### src/rtl/cpu_pkg.sv
// Opcodes, FSM state encoding and instruction-field slice constants for param_cpu.
package cpu_pkg;
  localparam int unsigned OP_W   = 4;
  localparam int unsigned RSEL_W = 3;
  localparam int unsigned NREGS  = 8;
  localparam int unsigned RD_LSB = 3;
  localparam int unsigned RS_LSB = 0;

  localparam logic [OP_W-1:0] OP_NOP = 4'h0;
  localparam logic [OP_W-1:0] OP_MOV = 4'h1;
  localparam logic [OP_W-1:0] OP_ADD = 4'h2;
  localparam logic [OP_W-1:0] OP_SUB = 4'h3;
  localparam logic [OP_W-1:0] OP_AND = 4'h4;
  localparam logic [OP_W-1:0] OP_OR  = 4'h5;
  localparam logic [OP_W-1:0] OP_XOR = 4'h6;
  localparam logic [OP_W-1:0] OP_NOT = 4'h7;
  localparam logic [OP_W-1:0] OP_ROR = 4'h8;
  localparam logic [OP_W-1:0] OP_ROL = 4'h9;
  localparam logic [OP_W-1:0] OP_INC = 4'hA;
  localparam logic [OP_W-1:0] OP_MVI = 4'hB;
  localparam logic [OP_W-1:0] OP_JMP = 4'hC;
  localparam logic [OP_W-1:0] OP_JNC = 4'hD;
  localparam logic [OP_W-1:0] OP_JZ  = 4'hE;
  localparam logic [OP_W-1:0] OP_HLT = 4'hF;

  typedef enum logic [1:0] {
    ST_STOP  = 2'd0,
    ST_FETCH = 2'd1,
    ST_EXEC  = 2'd2,
    ST_HALT  = 2'd3
  } state_e;
endpackage

### src/rtl/cpu_alu.sv
// Combinational ALU: result plus per-op write enables for destination, C and Z.
module cpu_alu
  import cpu_pkg::*;
#(
  parameter int unsigned DW = 4
) (
  input  logic [OP_W-1:0] op,
  input  logic [DW-1:0]   a,
  input  logic [DW-1:0]   b,
  input  logic            c_in,
  output logic [DW-1:0]   result,
  output logic            c_out,
  output logic            z_out,
  output logic            wr_en,
  output logic            c_wr,
  output logic            z_wr
);
  logic [DW:0] sum;

  always_comb begin
    result = a;
    c_out  = c_in;
    wr_en  = 1'b0;
    c_wr   = 1'b0;
    z_wr   = 1'b0;
    sum    = '0;
    case (op)
      OP_MOV, OP_MVI: begin result = b; wr_en = 1'b1; end
      OP_ADD: begin
        sum = {1'b0, a} + {1'b0, b};
        result = sum[DW-1:0]; c_out = sum[DW];
        wr_en = 1'b1; c_wr = 1'b1; z_wr = 1'b1;
      end
      // Bit DW of the widened difference is the unsigned borrow.
      OP_SUB: begin
        sum = {1'b0, a} - {1'b0, b};
        result = sum[DW-1:0]; c_out = sum[DW];
        wr_en = 1'b1; c_wr = 1'b1; z_wr = 1'b1;
      end
      OP_INC: begin
        sum = {1'b0, a} + (DW+1)'(1);
        result = sum[DW-1:0]; c_out = sum[DW];
        wr_en = 1'b1; c_wr = 1'b1; z_wr = 1'b1;
      end
      OP_AND: begin result = a & b; wr_en = 1'b1; z_wr = 1'b1; end
      OP_OR:  begin result = a | b; wr_en = 1'b1; z_wr = 1'b1; end
      OP_XOR: begin result = a ^ b; wr_en = 1'b1; z_wr = 1'b1; end
      OP_NOT: begin result = ~a;    wr_en = 1'b1; z_wr = 1'b1; end
      OP_ROR: begin result = {a[0], a[DW-1:1]};    wr_en = 1'b1; z_wr = 1'b1; end
      OP_ROL: begin result = {a[DW-2:0], a[DW-1]}; wr_en = 1'b1; z_wr = 1'b1; end
      default: ;
    endcase
  end

  assign z_out = (result == '0);
endmodule

### src/rtl/param_cpu.sv
// Parametrised teaching CPU: Harvard program memory, FETCH/EXEC FSM with run/step/halt.
// Optional breakpoint unit enabled by defining CPU_BREAKPOINT_EN.
module param_cpu
  import cpu_pkg::*;
#(
  parameter int unsigned DW      = 4,
  parameter int unsigned AW      = 6,
  parameter int unsigned OUT_REG = 6
) (
  input  logic               clk,
  input  logic               rst,
  input  logic               ce,
  input  logic               run,
  input  logic               step,
  input  logic               resume,
  input  logic               mem_we,
  input  logic [AW-1:0]      mem_waddr,
  input  logic [AW+OP_W-1:0] mem_wdata,
  input  logic [AW-1:0]      dbg_addr,
  output logic [AW+OP_W-1:0] dbg_data,
  input  logic [RSEL_W-1:0]  reg_sel,
  output logic [DW-1:0]      reg_data,
  output logic [AW-1:0]      pc,
  output logic [DW-1:0]      out_reg,
  output logic               c_flag,
  output logic               z_flag,
  output logic               halted,
  output logic               busy
`ifdef CPU_BREAKPOINT_EN
  ,
  input  logic               bp_en,
  input  logic [AW-1:0]      bp_addr,
  output logic               bp_hit
`endif
);
  localparam int unsigned IW    = OP_W + AW;
  localparam int unsigned DEPTH = 1 << AW;

  logic [IW-1:0] mem [DEPTH];

  state_e        state_q, state_d;
  logic [AW-1:0] pc_q, pc_d;
  logic [IW-1:0] ir_q, ir_d;
  logic [IW-1:0] dbg_data_q, dbg_data_d;
  logic [DW-1:0] regs_q [NREGS];
  logic [DW-1:0] regs_d [NREGS];
  logic          c_q, c_d, z_q, z_d;
  logic          step_pend_q, step_pend_d;

  logic [OP_W-1:0]   op;
  logic [AW-1:0]     f;
  logic [RSEL_W-1:0] wr_idx, rs_idx;
  logic [DW-1:0]     alu_a, alu_b, alu_res;
  logic              alu_c, alu_z, alu_wr, alu_c_wr, alu_z_wr;
  logic              jump_taken;
  logic [AW-1:0]     pc_exec;

  // MVI reuses the MOV datapath with r0 as destination and the immediate as source.
  assign op     = ir_q[IW-1 -: OP_W];
  assign f      = ir_q[AW-1:0];
  assign rs_idx = f[RS_LSB +: RSEL_W];
  assign wr_idx = (op == OP_MVI) ? RSEL_W'(0) : f[RD_LSB +: RSEL_W];
  assign alu_a  = regs_q[wr_idx];
  assign alu_b  = (op == OP_MVI) ? DW'(f) : regs_q[rs_idx];

  always_comb begin
    case (op)
      OP_JMP:  jump_taken = 1'b1;
      OP_JNC:  jump_taken = !c_q;
      OP_JZ:   jump_taken = z_q;
      default: jump_taken = 1'b0;
    endcase
  end

  assign pc_exec = jump_taken ? f : pc_q + AW'(1);

  cpu_alu #(.DW(DW)) u_alu (
    .op     (op),
    .a      (alu_a),
    .b      (alu_b),
    .c_in   (c_q),
    .result (alu_res),
    .c_out  (alu_c),
    .z_out  (alu_z),
    .wr_en  (alu_wr),
    .c_wr   (alu_c_wr),
    .z_wr   (alu_z_wr)
  );

`ifdef CPU_BREAKPOINT_EN
  logic bp_hit_q, bp_hit_d, bp_skip_q, bp_skip_d, bp_match_c;
  // bp_skip lets the breakpointed instruction run once after resume.
  assign bp_match_c = bp_en && !bp_skip_q &&
                      (((state_q == ST_EXEC) ? pc_exec : pc_q) == bp_addr);
`endif

  always_comb begin
    state_d     = state_q;
    pc_d        = pc_q;
    ir_d        = ir_q;
    regs_d      = regs_q;
    c_d         = c_q;
    z_d         = z_q;
    step_pend_d = step_pend_q;
    dbg_data_d  = mem[dbg_addr];
`ifdef CPU_BREAKPOINT_EN
    bp_hit_d    = bp_hit_q;
    bp_skip_d   = bp_skip_q;
`endif
    if (step && !run && !step_pend_q && (state_q == ST_STOP || state_q == ST_HALT))
      step_pend_d = 1'b1;
    case (state_q)
      ST_STOP: if (ce && (run || step_pend_q)) begin
        state_d = ST_FETCH;
`ifdef CPU_BREAKPOINT_EN
        if (bp_match_c) begin
          state_d  = ST_HALT;
          bp_hit_d = 1'b1;
        end else begin
          bp_skip_d = 1'b0;
        end
`endif
      end
      ST_FETCH: if (ce) begin
        ir_d    = mem[pc_q];
        state_d = ST_EXEC;
      end
      ST_EXEC: if (ce) begin
        pc_d        = pc_exec;
        step_pend_d = 1'b0;
        if (alu_wr)   regs_d[wr_idx] = alu_res;
        if (alu_c_wr) c_d = alu_c;
        if (alu_z_wr) z_d = alu_z;
        if (op == OP_HLT) begin
          state_d = ST_HALT;
        end else if (run) begin
          state_d = ST_FETCH;
`ifdef CPU_BREAKPOINT_EN
          if (bp_match_c) begin
            state_d  = ST_HALT;
            bp_hit_d = 1'b1;
          end
`endif
        end else begin
          state_d = ST_STOP;
        end
      end
      ST_HALT: if (resume) begin
        state_d = ST_STOP;
`ifdef CPU_BREAKPOINT_EN
        bp_hit_d = 1'b0;
        if (bp_hit_q) bp_skip_d = 1'b1;
`endif
      end
      default: state_d = ST_STOP;
    endcase
  end

  always_ff @(posedge clk) begin
    if (!rst) begin
      state_q     <= ST_STOP;
      pc_q        <= '0;
      ir_q        <= '0;
      regs_q      <= '{default: '0};
      c_q         <= 1'b0;
      z_q         <= 1'b0;
      step_pend_q <= 1'b0;
      dbg_data_q  <= '0;
`ifdef CPU_BREAKPOINT_EN
      bp_hit_q    <= 1'b0;
      bp_skip_q   <= 1'b0;
`endif
    end else begin
      state_q     <= state_d;
      pc_q        <= pc_d;
      ir_q        <= ir_d;
      regs_q      <= regs_d;
      c_q         <= c_d;
      z_q         <= z_d;
      step_pend_q <= step_pend_d;
      dbg_data_q  <= dbg_data_d;
`ifdef CPU_BREAKPOINT_EN
      bp_hit_q    <= bp_hit_d;
      bp_skip_q   <= bp_skip_d;
`endif
    end
  end

  // Editor port: unreset storage, written in every state including reset.
  always_ff @(posedge clk) begin
    if (mem_we) mem[mem_waddr] <= mem_wdata;
  end

  assign dbg_data = dbg_data_q;
  assign reg_data = regs_q[reg_sel];
  assign out_reg  = regs_q[RSEL_W'(OUT_REG)];
  assign pc       = pc_q;
  assign c_flag   = c_q;
  assign z_flag   = z_q;
  assign halted   = (state_q == ST_HALT);
  assign busy     = (state_q == ST_FETCH) || (state_q == ST_EXEC);
`ifdef CPU_BREAKPOINT_EN
  assign bp_hit   = bp_hit_q;
`endif
endmodule

### config.mk
export PLATFORM = sky130hd
export DESIGN_NAME = param_cpu
export DESIGN_NICKNAME = d
export VERILOG_FILES = /design/src/rtl/cpu_pkg.sv /design/src/rtl/cpu_alu.sv /design/src/rtl/param_cpu.sv
export SDC_FILE = /design/constraint.sdc
export NUM_CORES = 1
export LEC_CHECK = 0
export BUFFER_PORTS_ARGS = -buffer_cell sky130_fd_sc_hd__buf_2
export CAP_MARGIN = 20
export CORE_MARGIN = 8
export CORE_UTILIZATION = 55
export DETAILED_ROUTE_END_ITERATION = 6
export GPL_TIMING_DRIVEN = 0
export PLACE_DENSITY_LB_ADDON = 0.08
export SYNTH_ARGS = -nofsm -noshare
export SYNTH_HDL_FRONTEND = slang
export SYNTH_SLANG_ARGS = --single-unit
### constraint.sdc
create_clock -name clk -period 4.1 [get_ports clk]
set_clock_uncertainty 0.15 [all_clocks]
set_input_delay 0.82 -clock clk [delete_from_list [all_inputs] [get_ports clk]]
set_output_delay 0.82 -clock clk [all_outputs]
set_load 0.05 [all_outputs]
==> summary.md, run 1 <==
| Metric | Value |
|---|---|
| Outcome | `finished, violations left` |
| Failing checks | `negative setup slack` |
| R2R Path Start | `pc[1]` |
| Unrepaired setup endpoints after global routing | `false` |
| Yosys reg bits | `703` |
| Layout cell share with drive strength beyond 1 | `0.352` |
| Die Ht | `264 um` |
| Die X | `around 260 um` |
| Hold depth | `2` |
| Setup violators final | `7` |
| Post-synthesis mux area share | `0.300` |
| DRT iter0 DRCs | `2293` |
| Top post-synthesis cells by area | `edfxtp_1, mux4_2, dfxtp_1` |
| Worst setup SP type | `input pin` |
| Detailed-route DRC error count | `0` |
| Vias | `approximately 20000` |
| Final instance area | `around 38000 um^2` |
| Relative slew slack | `0.237` |
| Number of max-cap violations | `0` |
| Crit path kind | `input pin to flip-flop` |
| Initial antenna violation count | `11` |
| Clock share of power | `0.375` |
| Initial core utilization | `0.557` |
| CP Data Arrival Time | `between 4000 and 5000 ps` |
| Final critical-path required period | `approximately 4200 ps` |
| Drt pass-1 iters | `5` |
| Compound-cell area share of the yosys netlist | `0.0259` |
| Top cell type's share of synthesized area | `0.570` |
| Routed Antenna Nets | `0` |
| Tot Pwr | `approximately 17 mW` |
| H-tree Lvls | `3` |
| Sw frac | `0.262` |
| Crit share post-route | `1.02` |
| FMAX | `0.238 GHz` |
| Power Dens Cells | `455 nW/um^2` |
| Reg2reg path depth | `8` |
| Layout Cells excl Fill | `~2700` |
| Worst R2R End | `ir_q[8]` |
| CTS tree | `done` |
| WL final | `slightly below 100000 um` |
| First-pass GRT wire length | `139000 um` |
| Flop pwr share | `0.464` |
| Worst Path Required | `~4400 ps` |
| Post-Route Utilization | `0.623` |
| RD Place Congestion | `0.928` |
| Number of CTS-inserted buffers | `76` |
| Setup ws final | `-96.3 ps` |
| Fin. max-slew vios | `0` |
| CTS Root Cell | `clkbuf_16` |
| Post-synthesis sequential area ratio | `0.608` |
| Commonest non-fill, non-tap cells in the layout | `edfxtp_1, mux4_2, nor2_1` |
| Synth-to-Final Area Change | `11.8%` |
| Post-synthesis adder-cell area fraction | `0.00824` |
| Largest regs | `mem (640), regs_q (28)` |
| Setup_tns | `-201 ps` |
| Cell Rows | `90` |
| Vias in the first global route | `approximately 20000` |
| Netlist Area Pre-Place | `roughly 34000 um^2` |
| Buffer depth of the longest clock path | `3` |
| Port bufs | `46` |
| Pin count of the biggest net entering global routing | `65` |
| Core area | `between 60000 and 70000 um^2` |
| P_leak | `~12 nW` |
| Cell count after synthesis | `approximately 1700` |
| Place WS | `-873 ps` |
| Synth warn | `0` |
| Commonest non-fill, non-tap cell in the layout | `edfxtp_1` |
| Global Route Usage Sum | `0.277` |
| Clk_lat worst skew | `630 ps` |
| Post-Synth XOR/XNOR Area | `0.000780` |
| R2r setup slk | `roughly 100 ps` |
| Hold-fix buffer count after cts | `0` |
| Leading area contributor after synthesis | `edfxtp_1` |
| Io pins | `60` |
| Hold Slack | `~350 ps` |
| Largest family of logic cells by synthesized area | `multiplexers` |
| Number of synthesized flops with an enable pin | `640` |
| Fillcell total | `approximately 4200` |
| Pint | `12.7 mW` |
| Half-perimeter wire length after placement | `~69000 um` |
| Worst-margin pin slew | `~1100 ps` |
| Synth unique cells | `62` |
| Placed Cells | `around 2600` |
| Fin nets | `1953` |
| Comb power frac | `0.161` |
| Post-synthesis simple-gate area fraction | `0.0371` |
| Full die area | `69500 um^2` |
| Asr flop ratio synth | `0` |
| Wire length per cell | `35.3 um` |
| Final Hold Viols | `0` |
| Dominant synthesized flop cell | `edfxtp_1` |
| Max FO, Critical Path | `10` |
| Post-DR vias/cell | `7.12` |
| Largest Register | `mem` |
| Num Clock Sinks | `around 700` |
| Clk slew on worst S/H paths | `70 ps` |
| P_sw | `between 4 and 5 mW` |
| Placed cell area | `between 30000 and 40000 um^2` |
| Worst Setup End Kind | `flip-flop` |
| Maximum vdd drop | `roughly 0.36 mV` |
| Grt total ovfl | `0` |
| Worst hold endpoint | `step_pend_q` |
| Syn_area_per_cell | `19.3 um^2` |
| Post-Syn Nets | `about 1800` |
| Largest register FFs | `640` |
| Hold Crit Class | `flip-flop to flip-flop` |
| Min-delay src | `step_pend_q` |
per-layer routing:
metal | GRT usage | part of all wire | routed length, um | vias up
li1 | - | - | - | 7789
met1 | 0.366 | 0.37 | 35600 | 10400
met2 | 0.451 | 0.49 | 47600 | 1150
met3 | 0.0754 | 0.10 | 10100 | 197
met4 | 0.0865 | 0.034 | 3320 | 8
met5 | 0 | 0.00054 | 52 | -
Yosys cell counts (11+ instances only):
cell and number:
a211oi_1 20, a21oi_1 42, and2_1 16, buf_1 17, buf_2 25, buf_4 11
clkbuf_1 80, dfxtp_1 63, edfxtp_1 640, ha_1 19, inv_1 17, mux2i_1 20
mux4_2 437, nand2_1 55, nand3_1 18, nor2_1 110, o21ai_0 28
logic make-up after synthesis:
group,count (synthesis)
simple gates,265
fa+ha+maj,21
mux,464
flops,703
buf+inv,154
compound gates,135
xor+xnor,3
power groups by stage:
| stage | clock network [mW] | logic (mW) | registers [mW] |
|---|---|---|---|
| final | 6.43 | 2.76 | 7.96 |
| after detailed placement | 0 | 2.68 | 8.10 |
| after global routing | 6.74 | 2.89 | 7.96 |
| after global placement | 0 | 2.63 | 8.09 |
| after floorplan | 0 | 1.68 | 8.13 |
| after CTS | 6.48 | 2.70 | 7.95 |
worst max-delay path by stage:
stage / start / to / slack (ps) / cells past startpoint
2_1_floorplan: ir_q[9] / regs_q[26] / 630 / 13
3_3_place_gp: dbg_addr[1] / dbg_data[7] / -840 / 7
3_5_place_dp: dbg_addr[1] / dbg_data[3] / -870 / 7
4_1_cts: ir_q[6] / out_reg[3] / 7 / 15
5_1_grt: pc[1] / ir_q[5] / 1 / 8
6_report: dbg_addr[1] / dbg_data[1] / -100 / 7
worst max-delay path, stage by stage:
cell and delay, ps:
clkbuf_1 690, clkbuf_2 540, clkbuf_1 630, mux4_2 450
mux4_2 590, mux4_2 490, and2_1 260
area by class of cell:
cell class	instances	area [um^2]	area share
diodes	4	10.0	0.000266
multi-input cells	888	12600	0.335
clock inverters	35	267	0.00707
clock buffers	100	2010	0.0534
repair buffers	79	629	0.0167
inverters	18	67.6	0.00179
plain buffers	134	618	0.0164
well taps	782	978	0.0260
flip-flops and latches	703	20500	0.544
what timing repair did:
| action | CTS | global route |
|---|---|---|
| pin swaps | 2 | 2 |
| resized for setup | 12 | 24 |
| setup endpoints to repair | 45 | 26 |
| setup buffers | 3 | 3 |
| gates cloned | 0 | 0 |
| endpoints found under the hold margin | 0 | 0 |
Note: power is estimated with default switching activity, not from simulation.
==> inputs of run 2 (changes only) <==
Clock period 4.1 ns to 3.4 ns, I/O delays scaled along.
==> run 2 against run 1 <==
The run still ends with negative setup slack left. Sequential share of layout area down 1.4 points. Global-route usage down 0.081 points. Sequential power up 20%. Setup slack better by 10 ps. Register-to-register slack worse by 190 ps. Cell count up 1.9%. Combinational power up 37%. Critical path type is now flip-flop to flip-flop. Critical endpoint is now regs_q[23].
==> summary.md, run 2 (synthesis gave the netlist of run 1 again) <==
| Metric | Value |
|---|---|
| Outcome | `finished, violations left` |
| Failing checks | `negative setup slack` |
| Initial core utilization | `0.557` |
| Die Ht | `approximately 260 um` |
| Worst-margin pin slew | `about 1100 ps` |
| Power Dens Cells | `555 nW/um^2` |
| Setup ws final | `-86.3 ps` |
| CP top delay family | `simple AND/OR/NAND/NOR gates` |
| Number of CTS-inserted buffers | `75` |
| Largest Register | `mem` |
| First-pass GRT wire length | `138000 um` |
| Grt total ovfl | `0` |
| Worst setup SP type | `flip-flop` |
| Worst Setup End Kind | `flip-flop` |
| DRT iter0 DRCs | `between 2000 and 2500` |
| Crit-path slowest cell | `or4_4` |
| Die X | `approximately 260 um` |
| Routed Antenna Nets | `0` |
| Layout cell share with drive strength beyond 1 | `0.414` |
| Clock share of power | `0.378` |
| Placed cell area | `~35000 um^2` |
| Cell Rows | `90` |
| Unrepaired setup endpoints after global routing | `true` |
| H-tree Lvls | `3` |
| Largest register FFs | `640` |
| Full die area | `around 70000 um^2` |
| Half-perimeter wire length after placement | `~69000 um` |
| Crit path top cell by count | `nand2_2` |
| CTS tree | `done` |
| Pint | `around 16 mW` |
| Io pins | `60` |
| Hold Crit Class | `input pin to flip-flop` |
| Final critical-path required period | `3490 ps` |
| Vias | `between 15000 and 20000` |
| Commonest non-fill, non-tap cell in the layout | `edfxtp_1` |
| Port bufs | `46` |
| Clk slew on worst S/H paths | `~60 ps` |
| Commonest non-fill, non-tap cells in the layout | `edfxtp_1, mux4_2, nor2_1` |
| Max FO, Critical Path | `5` |
| Pin count of the biggest net entering global routing | `65` |
| Final Hold Viols | `0` |
| Relative slew slack | `0.245` |
| Global Route Usage Sum | `0.277` |
| P_leak | `approximately 12 nW` |
| Drt pass-1 iters | `6` |
| CP Cell Sequence | `and4b_2 -> buf_4 -> or4_4 -> o211ai_1 -> inv_1 -> ha_4 -> nand2_2 -> nand2_2 -> a32o_2 -> nor4_4 -> nand3_2 -> o22ai_4 -> a211oi_1` |
| P_sw | `5.66 mW` |
| FMAX | `0.287 GHz` |
| Buffer depth of the longest clock path | `3` |
| Detailed-route DRC error count | `0` |
| RD Place Congestion | `a little over 0.9` |
| Setup violators final | `18` |
| Maximum vdd drop | `0.477 mV` |
| Number of max-cap violations | `0` |
| Fin nets | `2001` |
| Post-DR vias/cell | `roughly 7.0` |
| CP max stage delay | `~480 ps` |
| Initial antenna violation count | `13` |
| Fin. max-slew vios | `0` |
| Clk_lat worst skew | `around 630 ps` |
| Hold-fix buffer count after cts | `0` |
| Num Clock Sinks | `around 700` |
| Flop pwr share | `0.446` |
| Tot Pwr | `~22 mW` |
| Vias in the first global route | `just under 20000` |
| Final instance area | `~39000 um^2` |
| Core area | `around 60000 um^2` |
| Setup_tns | `-909 ps` |
| Synth-to-Final Area Change | `15.0%` |
| CTS Root Cell | `clkbuf_16` |
| CP Data Arrival Time | `between 3000 and 4000 ps` |
| Comb power frac | `0.176` |
| Crit path kind | `flip-flop to flip-flop` |
| Crit share post-route | `1.03` |
| Worst Path Required | `approximately 3700 ps` |
| Wire length per cell | `roughly 35 um` |
| Crit path buf inv count | `2` |
| Largest regs | `mem (640), regs_q (28)` |
| Sw frac | `0.263` |
| WL final | `96900 um` |
[run 2: cell type report]
class | instances | area (um^2)
sequential | 703 | 20500
multi-input combinational | 889 | 12900
inverter | 18 | 67.6
antenna | 7 | 17.5
clock buffer | 96 | 2030
buffer | 134 | 793
tap | 782 | 978
fill | 4119 | 21700
clock inverter | 39 | 384
timing repair buffer | 127 | 1030
[run 2: through the flow]
| step | instances | hold WS [ps] | util | setup slack [ps] |
|---|---|---|---|---|
| finish | 2795 | 239 | 0.641 | -86.3 |
| detailed placement | 2588 | 344 | 0.581 | -1360 |
| global placement | 2573 | 331 | 0.577 | -1340 |
| floorplan | 1745 | 301 | - | 42.6 |
| CTS | 2749 | 219 | 0.631 | -6.00 |
| global route | 2789 | 293 | 0.640 | -252 |
[run 2: power by group through the flow]
| stage | combinational (mW) | clock (mW) | sequential, mW |
|---|---|---|---|
| global placement | 3.18 | 0 | 9.76 |
| CTS | 3.52 | 8.22 | 9.59 |
| global route | 3.94 | 8.49 | 9.60 |
| detailed placement | 3.23 | 0 | 9.76 |
| finish | 3.78 | 8.13 | 9.59 |
| floorplan | 2.03 | 0 | 9.80 |
[run 2: final timing paths]
kind,start,end,slack [ps],cells past startpoint
min,run,step_pend_q,240,4
min reg2reg,step_pend_q,step_pend_q,350,2
max,ir_q[7],regs_q[23],-90,13
max reg2reg,ir_q[7],regs_q[23],-90,13
[run 2: routing by layer]
metal	wire, um	vias to the layer above	GRT usage
met4	4500	6	0.116
met5	37	-	0
met1	35400	10400	0.361
met3	9570	215	0.0598
li1	-	7902	-
met2	47400	1102	0.451
[run 2: timing repair]
item | CTS | global route
gates resized for setup | 122 | 73
cloned | 1 | 0
setup endpoints to repair | 56 | 45
buffers inserted | 27 | 23
pin swaps | 18 | 28
[run 2: tightest hold or removal path, stage by stage]
cell and delay, ps:
buf_2 100, nor3b_1 50, nor2_1 90, nor3_1 50
